--- src/rtl/inst_prefetch_pkg.sv ---
// Shared fetch-stage definitions: FSM encoding, instruction width and a word-align helper.
package inst_prefetch_pkg;

  localparam int INST_W = 32;

  typedef logic [INST_W-1:0] word_t;

  typedef enum logic [1:0] {
    IDLE = 2'd0,
    REQ  = 2'd1,
    DROP = 2'd2
  } fetch_state_e;

  function automatic word_t word_align(input word_t a);
    return a & ~word_t'(3);
  endfunction

endpackage

--- src/rtl/inst_prefetch_if.sv ---
// Fetch-stage bus: instruction-memory request/response, redirect input and IF/ID output.
interface inst_prefetch_if;
  import inst_prefetch_pkg::*;

  logic  imem_req;
  word_t imem_addr;
  logic  imem_ack;
  word_t imem_data;
  logic  redirect;
  word_t redirect_pc;
  logic  id_ready;
  logic  out_valid;
  word_t out_pc;
  word_t out_inst;

  modport master (
    output imem_req, imem_addr, out_valid, out_pc, out_inst,
    input  imem_ack, imem_data, redirect, redirect_pc, id_ready
  );

  modport slave (
    input  imem_req, imem_addr, out_valid, out_pc, out_inst,
    output imem_ack, imem_data, redirect, redirect_pc, id_ready
  );

endinterface

--- src/rtl/fifo_pq.sv ---
// Prefetch queue of {pc, inst} entries with push, pop, flush and an occupancy count.
module fifo_pq
  import inst_prefetch_pkg::*;
#(
  parameter int DEPTH = 4
) (
  input  logic                   clk,
  input  logic                   rst_n,
  input  logic                   push,
  input  word_t                  push_pc,
  input  word_t                  push_inst,
  input  logic                   pop,
  input  logic                   flush,
  output logic [$clog2(DEPTH):0] count,
  output word_t                  head_pc,
  output word_t                  head_inst
);

  localparam int AW = $clog2(DEPTH);
  localparam int CW = AW + 1;

  word_t         pc_mem   [DEPTH];
  word_t         inst_mem [DEPTH];
  logic [AW-1:0] wr_ptr;
  logic [AW-1:0] rd_ptr;

  // NOTE: the storage sits in the reset branch on purpose: the head must read 0/0
  // while reset is held, so this array cannot be a reset-less RAM.
  always_ff @(posedge clk or negedge rst_n) begin
    if (!rst_n) begin
      for (int i = 0; i < DEPTH; i++) begin
        pc_mem[i]   <= '0;
        inst_mem[i] <= '0;
      end
      wr_ptr <= '0;
      rd_ptr <= '0;
      count  <= '0;
    end else if (flush) begin
      wr_ptr <= '0;
      rd_ptr <= '0;
      count  <= '0;
    end else begin
      // NOTE: non-blocking updates let push and pop in one cycle both see the old pointers.
      if (push) begin
        pc_mem[wr_ptr]   <= push_pc;
        inst_mem[wr_ptr] <= push_inst;
        wr_ptr           <= wr_ptr + AW'(1);
      end
      if (pop) rd_ptr <= rd_ptr + AW'(1);
      count <= count + CW'(push) - CW'(pop);
    end
  end

  assign head_pc   = pc_mem[rd_ptr];
  assign head_inst = inst_mem[rd_ptr];

endmodule

--- src/rtl/inst_prefetch.sv ---
// Instruction prefetcher: fetch FSM and fetch PC feeding a small queue ahead of IF/ID.
module inst_prefetch
  import inst_prefetch_pkg::*;
#(
  parameter int    DEPTH    = 4,
  parameter word_t RESET_PC = 32'h0000_0000
) (
  input logic             clk,
  input logic             pcrst,
  inst_prefetch_if.master bus
);

  localparam int            CW   = $clog2(DEPTH) + 1;
  localparam logic [CW-1:0] FULL = CW'(DEPTH);

  fetch_state_e  state, state_nxt;
  word_t         fpc, fpc_nxt;
  word_t         addr_q, addr_nxt;
  logic          req_q;
  logic          push, pop;
  logic [CW-1:0] count, count_nxt;
  word_t         redir_pc;
  word_t         head_pc, head_inst;

  assign redir_pc      = word_align(bus.redirect_pc);
  assign bus.out_valid = (count != '0);
  assign bus.out_pc    = head_pc;
  assign bus.out_inst  = head_inst;
  assign bus.imem_req  = req_q;
  assign bus.imem_addr = addr_q;

  // A redirect voids both the pop and any push in its cycle.
  assign pop       = bus.out_valid && bus.id_ready && !bus.redirect;
  assign push      = (state == REQ) && bus.imem_ack && !bus.redirect;
  assign count_nxt = count + CW'(push) - CW'(pop);

  fifo_pq #(.DEPTH(DEPTH)) u_fifo (
    .clk       (clk),
    .rst_n     (pcrst),
    .push      (push),
    .push_pc   (addr_q),
    .push_inst (bus.imem_data),
    .pop       (pop),
    .flush     (bus.redirect),
    .count     (count),
    .head_pc   (head_pc),
    .head_inst (head_inst)
  );

  always_ff @(posedge clk or negedge pcrst) begin
    if (!pcrst) begin
      state  <= IDLE;
      req_q  <= 1'b0;
      addr_q <= RESET_PC;
      fpc    <= RESET_PC;
    end else begin
      state  <= state_nxt;
      req_q  <= (state_nxt != IDLE);
      addr_q <= addr_nxt;
      fpc    <= fpc_nxt;
    end
  end

  // NOTE: every output of this block gets a default first, so no path can infer a latch.
  always_comb begin
    state_nxt = state;
    addr_nxt  = addr_q;
    fpc_nxt   = fpc;
    unique case (state)
      IDLE: begin
        if (bus.redirect) begin
          state_nxt = REQ;
          addr_nxt  = redir_pc;
          fpc_nxt   = redir_pc;
        end else if (count_nxt < FULL) begin
          state_nxt = REQ;
          addr_nxt  = fpc;
        end
      end
      REQ: begin
        if (bus.redirect) begin
          fpc_nxt = redir_pc;
          if (bus.imem_ack) addr_nxt  = redir_pc;
          else              state_nxt = DROP;
        end else if (bus.imem_ack) begin
          fpc_nxt = addr_q + 32'd4;
          if (count_nxt < FULL) addr_nxt  = addr_q + 32'd4;
          else                  state_nxt = IDLE;
        end
      end
      DROP: begin
        // The outstanding response belongs to the old stream and is thrown away.
        if (bus.redirect) fpc_nxt = redir_pc;
        if (bus.imem_ack) begin
          state_nxt = REQ;
          addr_nxt  = bus.redirect ? redir_pc : fpc;
        end
      end
      default: state_nxt = IDLE;
    endcase
  end

endmodule

--- src/flat_wrapper.sv ---
// flat-port wrapper written by rule: the top's interface ports become plain ports
module inst_prefetch_flat import inst_prefetch_pkg::*;
#(
  parameter int    DEPTH    = 4,
  parameter word_t RESET_PC = 32'h0000_0000
)
  (clk, pcrst, bus_imem_req, bus_imem_addr, bus_out_valid, bus_out_pc, bus_out_inst, bus_imem_ack, bus_imem_data, bus_redirect, bus_redirect_pc, bus_id_ready);
  inst_prefetch_if bus_i ();
  input logic clk;
  input logic pcrst;
  output wire logic [$bits(bus_i.imem_req)-1:0] bus_imem_req;
  output wire logic [$bits(bus_i.imem_addr)-1:0] bus_imem_addr;
  output wire logic [$bits(bus_i.out_valid)-1:0] bus_out_valid;
  output wire logic [$bits(bus_i.out_pc)-1:0] bus_out_pc;
  output wire logic [$bits(bus_i.out_inst)-1:0] bus_out_inst;
  input wire logic [$bits(bus_i.imem_ack)-1:0] bus_imem_ack;
  input wire logic [$bits(bus_i.imem_data)-1:0] bus_imem_data;
  input wire logic [$bits(bus_i.redirect)-1:0] bus_redirect;
  input wire logic [$bits(bus_i.redirect_pc)-1:0] bus_redirect_pc;
  input wire logic [$bits(bus_i.id_ready)-1:0] bus_id_ready;
  assign bus_imem_req = bus_i.imem_req;
  assign bus_imem_addr = bus_i.imem_addr;
  assign bus_out_valid = bus_i.out_valid;
  assign bus_out_pc = bus_i.out_pc;
  assign bus_out_inst = bus_i.out_inst;
  assign bus_i.imem_ack = bus_imem_ack;
  assign bus_i.imem_data = bus_imem_data;
  assign bus_i.redirect = bus_redirect;
  assign bus_i.redirect_pc = bus_redirect_pc;
  assign bus_i.id_ready = bus_id_ready;
  inst_prefetch #(.DEPTH(DEPTH), .RESET_PC(RESET_PC)) u_core (.clk(clk), .pcrst(pcrst), .bus(bus_i));
endmodule
--- config.mk ---
export PLATFORM = sky130hd
export DESIGN_NAME = inst_prefetch_flat
export DESIGN_NICKNAME = d
export VERILOG_FILES = /design/src/rtl/inst_prefetch_pkg.sv /design/src/rtl/inst_prefetch_if.sv /design/src/rtl/fifo_pq.sv /design/src/rtl/inst_prefetch.sv /design/src/flat_wrapper.sv
export SDC_FILE = /design/constraint.sdc
export NUM_CORES = 1
export LEC_CHECK = 0
export ABC_AREA = 1
export CORE_MARGIN = 3
export CORE_UTILIZATION = 45
export CTS_BUF_LIST = sky130_fd_sc_hd__clkbuf_4
export CTS_CLUSTER_SIZE = 25
export DETAILED_ROUTE_END_ITERATION = 8
export PLACE_DENSITY = 0.76
export SLEW_MARGIN = 25
export SYNTH_ARGS = -nofsm -noshare
export SYNTH_HDL_FRONTEND = slang
export SYNTH_HIERARCHICAL = 1
export SYNTH_SLANG_ARGS = --single-unit
--- constraint.sdc ---
create_clock -name clk -period 6 [get_ports clk]
set_clock_uncertainty 0.15 [all_clocks]
set_input_delay 0.6 -clock clk [delete_from_list [all_inputs] [get_ports clk]]
set_output_delay 0.6 -clock clk [all_outputs]
set_load 0.05 [all_outputs]
==> flow_summary.json <==
{
  "vdd_ir_drop_max_v": 0.000515,
  "p_leak_uw": 0.00987,
  "fp.coreArea_um2": 36700,
  "fin_crit_ns": 4.22,
  "ys_warn_count": 6,
  "antenna_left": 0,
  "drtIter0Drc": 1322,
  "antenna_found_initial": 1,
  "hold_path.class": "in -> reg",
  "cp_num_buf_inv": 3,
  "synthDistinctLibCells": 38,
  "finalNetCount": 2403,
  "cts.sinks": 330,
  "synth_commonest_cells": "722 x nand2_1, 330 x dfrtp_1, 304 x o21ai_0",
  "yosys-top-cells-area": "dfrtp_1 49%, nand2_1 16%, o21ai_0 9.1%",
  "grt-ovfl-total": 0,
  "drive_gt1_share_pct": 7.68,
  "final_cell_count_no_fill": 2851,
  "cts_tree": "done",
  "worstPathArrival_ns": 3.47,
  "worstSetupPathDepth": 5,
  "slowest_stage": "clkdlybuf4s50_1",
  "setup_ws_ns": 1.78,
  "synth.top_cell.area_share_pct": 49.1,
  "htreeDepth": 3,
  "synth_edf_count": 0,
  "r2r_slack_ns": 2.52,
  "synthMostInstantiatedCell": "nand2_1",
  "cp_data_required_time_ns": 5.25,
  "max_freq_ghz": 0.237,
  "syn_inst": 2181,
  "startpoint_type": "flip-flop",
  "wl_per_cell_um": 15.6,
  "routed_wl_um": 44400,
  "finalSetupTns_ns": 0,
  "slew_violations": 0,
  "synth_area_um2": 16800,
  "grt_pass1_wl_um": 72100,
  "status": "completed",
  "drv_cap": 0,
  "areaGrowthSynthToFinish_pct": 16.9,
  "slowest_delay_ns": 0.91,
  "die-area_um2": 39700,
  "async_reset_ff_share_pct": 100,
  "ctsLongestPathBuffers": 3,
  "cts-root-buf": "clkbuf_4",
  "rr_startpoint": "u_core/u_fifo/count[1]",
  "grt_setup_unrepaired": "no",
  "firstDrtPassIters": 6,
  "hpwl_um": 27100,
  "p_total_uw": 10800,
  "crit_path_end": "bus_out_pc[18]",
  "clkLatencyLatePin_ns": 0.76,
  "worstPathMaxFanout": 41,
  "startpoint": "u_core/u_fifo/rd_ptr[1]",
  "power_density_nw_per_um2": 548,
  "cts_resized": 0,
  "clk_pin_slew_ns": 0.07,
  "post-route-drc-count": 0,
  "synth_largest_area_cell": "dfrtp_1",
  "hold_violations": 0,
  "setup_viol": 0,
  "vias": 15100,
  "yosysSeqAreaShare_pct": 49.1,
  "dp_slack_ns": 2.08,
  "ios": 167,
  "dominantRegCellSynth": "dfrtp_1",
  "rows": 70,
  "grt_pass1_vias": 14300,
  "max_slew.worst_pin.slew_ns": 0.970,
  "cts_buffers": 89,
  "dieWidth_um": 199,
  "place.port_buffers": 164,
  "synth.avg_cell_area_um2": 7.71,
  "critPathTopFamily": "buffers and inverters",
  "max-slew-margin-rel_pct": 35.3,
  "gp_congestion": 0.901,
  "track_usage_pct": 22.4,
  "viasPerCell": 5.29,
  "criticalPathCategory": "reg -> out",
  "reg2reg_depth": 17,
  "fin_crit_sh_pct": 70.3,
  "fill_cells": 3410,
  "die_y_um": 199,
  "grt_max_degree": 157,
  "dp_cells": 2696,
  "path_cells": "inv_2 -> buf_4 -> o211ai_1 -> nand2_1 -> clkdlybuf4s50_1",
  "initial_core_util_pct": 45.8,
  "ys_seq_elements": 330,
  "critPathCaptureType": "output port",
  "reg2reg_to": "u_core/bus.imem_addr[13]",
  "syn-num-nets": 2264
}
-- layout make-up --
class / count / area [µm²] / area share (%)
Antenna cell: 1 / 2.50 / 0.0127
Clock buffer: 127 / 953 / 4.85
Clock inverter: 26 / 135 / 0.688
Inverter: 273 / 1030 / 5.25
Multi-Input combinational cell: 1445 / 6900 / 35.1
Sequential cell: 330 / 8260 / 42.0
Tap cell: 468 / 586 / 2.98
Timing Repair Buffer: 181 / 1780 / 9.08
-- placed cells by master, fill, tap and decap left out, drive strengths merged, types with 13 or more instances in the layout --
cell	count
buf	18
clkdlybuf4s50	162
dfrtp	330
o21ai	325
ha	13
clkbuf	127
o211ai	128
clkinv	22
inv	274
nand3	72
nor2	80
o21a	15
nand2	725
a21oi	50
-- kinds of logic after synthesis --
logic type | share of synthesized area, %
buffers and inverters | 10.0
xor gates and xnor gates | 0.521
AOI/OAI and AO/OA | 18.2
and+or+nand+nor | 21.1
DFF | 49.1
adders and majority gates | 1.09
-- sequential cells by signal, indices dropped and copies added (netlist names) --
register                cells
u_core/u_fifo/inst_mem    128
u_core/u_fifo/pc_mem      128
u_core/bus.imem_addr       32
u_core/fpc                 32
u_core/u_fifo/count         3
u_core/state                2
u_core/u_fifo/rd_ptr        2
u_core/u_fifo/wr_ptr        2
u_core/bus.imem_req         1
-- repair_timing --
item                                   CTS  global route
buffers inserted                         0             0
hold buffers                             1             0
endpoints found under the hold margin  113             0
-- worst min path at each step --
| stage | start | end | slack (ns) | depth (start not counted) |
|---|---|---|---|---|
| finish | bus_redirect | u_core/u_fifo/count[0] | 0.20 | 2 |
| floorplan | pcrst | u_core/bus.imem_addr[0] | 0.15 | 0 |
| CTS | bus_redirect | u_core/u_fifo/count[0] | 0.11 | 2 |
| detailed placement | u_core/fpc[16] | u_core/fpc[16] | 0.32 | 2 |
| global route | bus_redirect | u_core/u_fifo/count[0] | 0.16 | 2 |
| global placement | u_core/fpc[16] | u_core/fpc[16] | 0.31 | 2 |
-- metrics by stage --
step	utilization (%)	hold WS [ns]	area, µm²
floorplan	-	0.154	16800
global placement	50.6	0.309	18600
detailed placement	50.6	0.316	18600
CTS	53.6	0.112	19700
global route	53.6	0.159	19700
finish	53.6	0.201	19700
-- layer usage --
layer	track usage [%]	vias up	routed length, µm
li1	-	7332	-
met5	0	-	0
met3	4.16	68	3390
met1	30.5	7089	19600
met4	7.86	0	834
met2	36.1	601	20600
-- power breakdown --
part	leakage (µW)	total (µW)	switching [µW]	internal, µW
clock	0.000644	1930	922	1010
sequential	0.00438	3400	533	2860
combinational	0.00485	5440	3730	1710
(Power assumes the default switching activity.)
